[config.mk]
export PLATFORM = sky130hd
export DESIGN_NAME = qpsk_tx_ctrl_flat
export DESIGN_NICKNAME = d
export VERILOG_FILES = /design/src/rtl/qpsk_tx_ctrl_if.sv /design/src/rtl/qpsk_tx_ctrl.sv /design/src/flat_wrapper.sv
export SDC_FILE = /design/constraint.sdc
export NUM_CORES = 1
export LEC_CHECK = 0
export BUFFER_PORTS_ARGS = -buffer_cell sky130_fd_sc_hd__buf_2
export CORE_MARGIN = 1
export CORE_UTILIZATION = 55
export CTS_CLUSTER_SIZE = 20
export DETAILED_ROUTE_END_ITERATION = 12
export HOLD_SLACK_MARGIN = 0.03
export PLACE_DENSITY = 0.77
export SLEW_MARGIN = 10
export SYNTH_ARGS = -nofsm -noshare
export SYNTH_HDL_FRONTEND = slang
export SYNTH_SLANG_ARGS = --single-unit
[constraint.sdc]
create_clock -name clk -period 5.2 [get_ports clk]
set_input_delay 0.52 -clock clk [delete_from_list [all_inputs] [get_ports clk]]
set_output_delay 0.52 -clock clk [all_outputs]
set_load 0.01 [all_outputs]
[src/rtl/qpsk_tx_ctrl_if.sv]
// qpsk_tx_ctrl_if: byte stream handshake into the QPSK TX sequencer.
// master = byte source (framer/FIFO), slave = qpsk_tx_ctrl.
//   byte_data  [7:0]  payload byte
//   byte_valid        byte_data is valid
//   byte_ready        sink accepts byte (transfer = valid & ready)
interface qpsk_tx_ctrl_if;
    logic [7:0] byte_data;
    logic       byte_valid;
    logic       byte_ready;

    modport master (
        output byte_data,
        output byte_valid,
        input  byte_ready
    );

    modport slave (
        input  byte_data,
        input  byte_valid,
        output byte_ready
    );
endinterface

[src/rtl/qpsk_tx_ctrl.sv]
// qpsk_tx_ctrl: preamble + payload dibit sequencer feeding the QPSK mapper.
// Ports: clk, rst_n (async, active-low), start, frame_len[LEN_W-1:0],
//   byte_if (slave: byte_data/byte_valid in, byte_ready out, comb),
//   sm_din[1:0], sym_valid, sym_strobe, busy, done, underrun (registered).
module qpsk_tx_ctrl #(
    parameter int SPS     = 4,
    parameter int PRE_LEN = 8,
    parameter int LEN_W   = 8
) (
    input  logic             clk,
    input  logic             rst_n,
    input  logic             start,
    input  logic [LEN_W-1:0] frame_len,
    qpsk_tx_ctrl_if.slave    byte_if,
    output logic [1:0]       sm_din,
    output logic             sym_valid,
    output logic             sym_strobe,
    output logic             busy,
    output logic             done,
    output logic             underrun
);

    localparam int CNT_W = (SPS > 1) ? $clog2(SPS) : 1;
    localparam int SYM_W = (PRE_LEN > 4) ? $clog2(PRE_LEN) : 2;

    localparam logic [CNT_W-1:0] SPS_LAST = CNT_W'(SPS - 1);
    localparam logic [SYM_W-1:0] PRE_LAST = SYM_W'(PRE_LEN - 1);
    localparam logic [SYM_W-1:0] DIB_LAST = SYM_W'(3);

    typedef enum logic [1:0] {
        S_IDLE,
        S_PRE,
        S_PAY,
        S_STALL
    } state_t;

    state_t           state, state_n;
    logic [CNT_W-1:0] sps_cnt, sps_n;
    logic [SYM_W-1:0] sym_cnt, sym_n;
    logic [LEN_W-1:0] rem, rem_n;
    logic [7:0]       shreg, sh_n;

    logic [1:0] din_d;
    logic       sv_d;
    logic       stb_d;
    logic       busy_d;
    logic       done_d;
    logic       und_d;

    logic sym_end;
    logic boundary;
    logic more;
    logic rdy;
    logic xfer;

    // Boundary: last clock of the last preamble symbol or of dibit [1:0].
    assign sym_end  = (sps_cnt == SPS_LAST);
    assign more     = (rem != '0);
    assign boundary = sym_end &&
                      (((state == S_PRE) && (sym_cnt == PRE_LAST)) ||
                       ((state == S_PAY) && (sym_cnt == DIB_LAST)));

    // rem only counts bytes not yet accepted, so STALL always has one due.
    assign rdy  = (boundary && more) || (state == S_STALL);
    assign xfer = rdy && byte_if.byte_valid;

    assign byte_if.byte_ready = rdy;

    // State and output registers
    always_ff @(posedge clk or negedge rst_n) begin
        if (!rst_n) begin
            state      <= S_IDLE;
            sps_cnt    <= '0;
            sym_cnt    <= '0;
            rem        <= '0;
            shreg      <= '0;
            sm_din     <= 2'b00;
            sym_valid  <= 1'b0;
            sym_strobe <= 1'b0;
            busy       <= 1'b0;
            done       <= 1'b0;
            underrun   <= 1'b0;
        end else begin
            state      <= state_n;
            sps_cnt    <= sps_n;
            sym_cnt    <= sym_n;
            rem        <= rem_n;
            shreg      <= sh_n;
            sm_din     <= din_d;
            sym_valid  <= sv_d;
            sym_strobe <= stb_d;
            busy       <= busy_d;
            done       <= done_d;
            underrun   <= und_d;
        end
    end

    // Next-state and counter logic
    always_comb begin
        state_n = state;
        sps_n   = sps_cnt;
        sym_n   = sym_cnt;
        rem_n   = rem;
        sh_n    = shreg;

        unique case (state)
            S_IDLE: begin
                if (start && (frame_len != '0)) begin
                    state_n = S_PRE;
                    sps_n   = '0;
                    sym_n   = '0;
                    rem_n   = frame_len;
                end
            end

            S_PRE, S_PAY: begin
                if (xfer) begin
                    state_n = S_PAY;
                    sps_n   = '0;
                    sym_n   = '0;
                    sh_n    = byte_if.byte_data;
                    rem_n   = rem - LEN_W'(1);
                end else if (boundary) begin
                    state_n = more ? S_STALL : S_IDLE;
                    sps_n   = '0;
                    sym_n   = '0;
                end else if (sym_end) begin
                    sps_n = '0;
                    sym_n = sym_cnt + SYM_W'(1);
                    if (state == S_PAY) begin
                        sh_n = {shreg[5:0], 2'b00};
                    end
                end else begin
                    sps_n = sps_cnt + CNT_W'(1);
                end
            end

            S_STALL: begin
                if (xfer) begin
                    state_n = S_PAY;
                    sps_n   = '0;
                    sym_n   = '0;
                    sh_n    = byte_if.byte_data;
                    rem_n   = rem - LEN_W'(1);
                end
            end

            default: begin
                state_n = S_IDLE;
            end
        endcase
    end

    // Output decode from the next state, so registered outputs line up
    // with the state they describe.
    always_comb begin
        din_d  = 2'b00;
        sv_d   = 1'b0;
        busy_d = (state_n != S_IDLE);
        done_d = (state != S_IDLE) && (state_n == S_IDLE);
        und_d  = (state != S_STALL) && (state_n == S_STALL);

        unique case (state_n)
            S_PRE: begin
                sv_d  = 1'b1;
                din_d = {2{sym_n[0]}};
            end
            S_PAY: begin
                sv_d  = 1'b1;
                din_d = sh_n[7:6];
            end
            default: begin
                sv_d  = 1'b0;
                din_d = 2'b00;
            end
        endcase

        stb_d = sv_d && (sps_n == '0);
    end

endmodule

[src/flat_wrapper.sv]
// flat-port wrapper written by rule: the top's interface ports become plain ports
module qpsk_tx_ctrl_flat 
#(
    parameter int SPS     = 4,
    parameter int PRE_LEN = 8,
    parameter int LEN_W   = 8
)
  (clk, rst_n, start, frame_len, sm_din, sym_valid, sym_strobe, busy, done, underrun, byte_if_byte_data, byte_if_byte_valid, byte_if_byte_ready);
  qpsk_tx_ctrl_if byte_if_i ();
  input  logic clk;
  input  logic rst_n;
  input  logic start;
  input  logic [LEN_W-1:0] frame_len;
  output logic [1:0] sm_din;
  output logic sym_valid;
  output logic sym_strobe;
  output logic busy;
  output logic done;
  output logic underrun;
  input wire logic [$bits(byte_if_i.byte_data)-1:0] byte_if_byte_data;
  input wire logic [$bits(byte_if_i.byte_valid)-1:0] byte_if_byte_valid;
  output wire logic [$bits(byte_if_i.byte_ready)-1:0] byte_if_byte_ready;
  assign byte_if_i.byte_data = byte_if_byte_data;
  assign byte_if_i.byte_valid = byte_if_byte_valid;
  assign byte_if_byte_ready = byte_if_i.byte_ready;
  qpsk_tx_ctrl #(.SPS(SPS), .PRE_LEN(PRE_LEN), .LEN_W(LEN_W)) u_core (.clk(clk), .rst_n(rst_n), .start(start), .frame_len(frame_len), .byte_if(byte_if_i), .sm_din(sm_din), .sym_valid(sym_valid), .sym_strobe(sym_strobe), .busy(busy), .done(done), .underrun(underrun));
endmodule
==> results.sh <==
export IMPL_n_antenna_cell=0
export IMPL_cts_tree="built"
export IMPL_p_per_area_nw_per_um2=581
export IMPL_nFillCells=290
export IMPL_ctsResizeCount=0
export IMPL_min_period_ns=2.94
export IMPL_syn2layout_area_growth_pct=11.4
export IMPL_cellLeakagePower_nw=1.03
export IMPL_critical_path_class="reg2reg"
export IMPL_ctsHoldBuffers=0
export IMPL_ir_drop_uv=273
export IMPL_layout_commonest_cell="dfrtp_1"
export IMPL_root_buffer="clkbuf_4"
export IMPL_crit_family="simple AND/OR/NAND/NOR gates"
export IMPL_grt_max_degree=31
export IMPL_synth_warnings=0
export IMPL_post_cts_buffers=0
export IMPL_drive_above_1_share=0.211
export IMPL_synth_area_per_cell_um2=9.39
export IMPL_drt_first_pass_iters=5
export IMPL_cp_num_cells=10
export IMPL_gp_congestion=0.780
export IMPL_numCtsBuffers=5
export IMPL_routedWlPerCell_um=14.5
export IMPL_num_rows=21
export IMPL_r2r_start="u_core.rem[0]$_DFFE_PN0P_"
export IMPL_grt_pass1_wl_mm=6.76
export IMPL_dr_total_vias=1662
export IMPL_antenna_found_initial=0
export IMPL_cp_endpoint="u_core.sm_din[0]$_DFF_PN0_"
export IMPL_yosysTopAreaCell="dfrtp_1"
export IMPL_final_nets=273
export IMPL_drv_cap=0
export IMPL_async_flop_share=1.00
export IMPL_cp_end_kind="register"
export IMPL_finalPower_mw=1.28
export IMPL_grt_pass1_vias=1498
export IMPL_slew_violations=0
export IMPL_path_buf_inv=1
export IMPL_clkTransAtPathRegs_ns=0.10
export IMPL_worst_setup_path_start_kind="register"
export IMPL_r2r_setup_slack_ns=2.26
export IMPL_die_h_um=61.9
export IMPL_grt_usage=0.242
export IMPL_outcome="complete, no violations"
export IMPL_cp_cell_sequence="inv_1 > ha_1 > or4b_4 > o211a_1 > nor2_4 > a221oi_1 > nor3_1 > ha_1 > nor2b_1 > a22o_1"
export IMPL_multi_input_area_um2=1140
export IMPL_clockBufferDepth=2
export IMPL_synth_cells=210
export IMPL_ff2ff_path_depth=10
export IMPL_syn_area_um2=1970
export IMPL_fp_dieW_um=61.9
export IMPL_worstPathArrival_ns=3.20
export IMPL_synth_seq_cells=30
export IMPL_final_cell_mix="dfrtp_1, buf_2, nand2_1"
export IMPL_synth_nets=247
export IMPL_ys_types=50
export IMPL_rsz0062_at_grt="false"
export IMPL_io_pins=28
export IMPL_ant_nets=0
export IMPL_wl_met2_mm=1.98
export IMPL_via_per_inst=5.87
export IMPL_port_buffers=27
export IMPL_wl_met1_mm=1.92
export IMPL_dp_hpwl_mm=3.10
export IMPL_initial_core_util=0.582
export IMPL_finClkSkew_ns=0.0108
export IMPL_period_share=0.565
export IMPL_dr_max_layer_used="met4"
export IMPL_clock_latency_ns=0.32
export IMPL_crit_start="u_core.rem[0]$_DFFE_PN0P_"
export IMPL_hold_viol_final=0
export IMPL_wl_met3_um=155
export IMPL_slowest_stage="or4b_4"
export IMPL_fp_coreArea_um2=3390
export IMPL_yosysSeqAreaShare=0.381
export IMPL_drtIter0Drc=49
export IMPL_critPathMaxStageDelay_ns=0.52
export IMPL_cp_data_required_time_ns=5.46
export IMPL_critPathMaxFanout=5
export IMPL_finalSetupViolCount=0
export IMPL_die_area_um2=3830
export IMPL_wirelength_mm=4.11
export IMPL_min_path_type="in2async"
export IMPL_grt_overflow_total=0
export IMPL_ys_top_cells_by_area="dfrtp_1, ha_1, o21ai_0"
export IMPL_cts_sinks=30
export IMPL_r2r_end="u_core.sm_din[0]$_DFF_PN0_"
export IMPL_ys_flop_type="dfrtp_1"
export IMPL_synth_top_area_frac=0.381
export IMPL_synth_edf_count=0
export IMPL_final_seq_area_um2=751
export IMPL_cp_common_cell="ha_1"
export IMPL_htree_levels=2
export IMPL_fin_tns_setup_ns=0
export IMPL_tightest_slew_ns=0.659
export IMPL_slew_headroom=0.561
export IMPL_max_freq_mhz=340
export IMPL_drc=0
-- cell families (layout without fill, tap and decap cells) --
logic type      Yosys count  after routing  share of synthesized area
compound gates           60             60                      0.218
simple gates             72             72                      0.195
mux                      11             11                     0.0596
flops                    30             30                      0.381
fa+ha+maj                17             17                      0.108
buf+inv                  20             47                     0.0387
-- worst min path at each step --
stage,start,to,slack (ns)
floorplan,rst_n,u_core.busy$_DFF_PN0_,0.22
global route,rst_n,u_core.underrun$_DFF_PN0_,0.25
finish,rst_n,u_core.shreg[6]$_DFF_PN0_,0.21
CTS,rst_n,u_core.sym_valid$_DFF_PN0_,0.23
detailed placement,u_core.sym_cnt[1]$_DFFE_PN0P_,u_core.sym_cnt[1]$_DFFE_PN0P_,0.50
global placement,u_core.sym_cnt[1]$_DFFE_PN0P_,u_core.sym_cnt[1]$_DFFE_PN0P_,0.50
-- area by class of cell --
cell class,instances,share of cell area
well taps,46,0.0262
clock buffers,7,0.0251
multi-input cells,160,0.521
inverters,11,0.0188
repair buffers,28,0.0649
clock inverters,1,0.00228
flip-flops and latches,30,0.342
-- Yosys cell counts, types with 3 or more instances --
master    instances
a21oi_1           9
clkbuf_1          6
a22oi_1           3
nor2_1           15
nand2_1          19
a22o_1            3
nor3_1            7
mux2i_1           5
ha_1             17
o21ai_0          17
nor2b_1           7
mux2_2            6
a32o_1            5
inv_1            11
dfrtp_1          30
-- sequential cells by signal (all words and copies together), names as in the netlist --
signal,flops
u_core.busy,1
u_core.done,1
u_core.rem,8
u_core.shreg,8
u_core.sm_din,2
u_core.sps_cnt,2
u_core.state,2
u_core.sym_cnt,3
u_core.sym_strobe,1
u_core.sym_valid,1
u_core.underrun,1
-- report_power, final --
part	switching, mW	total (mW)	internal (mW)
combinational	0.436	0.730	0.294
sequential	0.0757	0.400	0.324
clock	0.0797	0.145	0.0655
total	0.592	1.28	0.684
-- through the flow --
stage | setup WS (ns) | utilization | instance area, um2 | hold WS (ns) | instances
floorplan | 2.53 | - | 1970 | 0.224 | 210
global placement | 2.39 | 0.630 | 2140 | 0.496 | 275
detailed placement | 2.30 | 0.630 | 2140 | 0.502 | 275
CTS | 2.25 | 0.648 | 2200 | 0.229 | 283
global route | 1.95 | 0.648 | 2200 | 0.251 | 283
finish | 2.26 | 0.648 | 2200 | 0.214 | 283
-- metal layers --
| metal | up-vias | track usage |
|---|---|---|
| met5 | - | 0 |
| met4 | 0 | 0.0762 |
| met3 | 7 | 0.0497 |
| met2 | 45 | 0.404 |
| met1 | 784 | 0.317 |
| li1 | 826 | - |
-- worst reg2reg max path, delay by kind of cell (launching register included) --
kind | cells | cell delay (ns)
AOI/OAI and AO/OA | 3 | 0.62
DFF | 1 | 0.41
buffers and inverters | 1 | 0.08
adders and majority gates | 2 | 0.55
and+or+nand+nor | 4 | 1.23
Note: power is estimated with default switching activity, not from simulation.
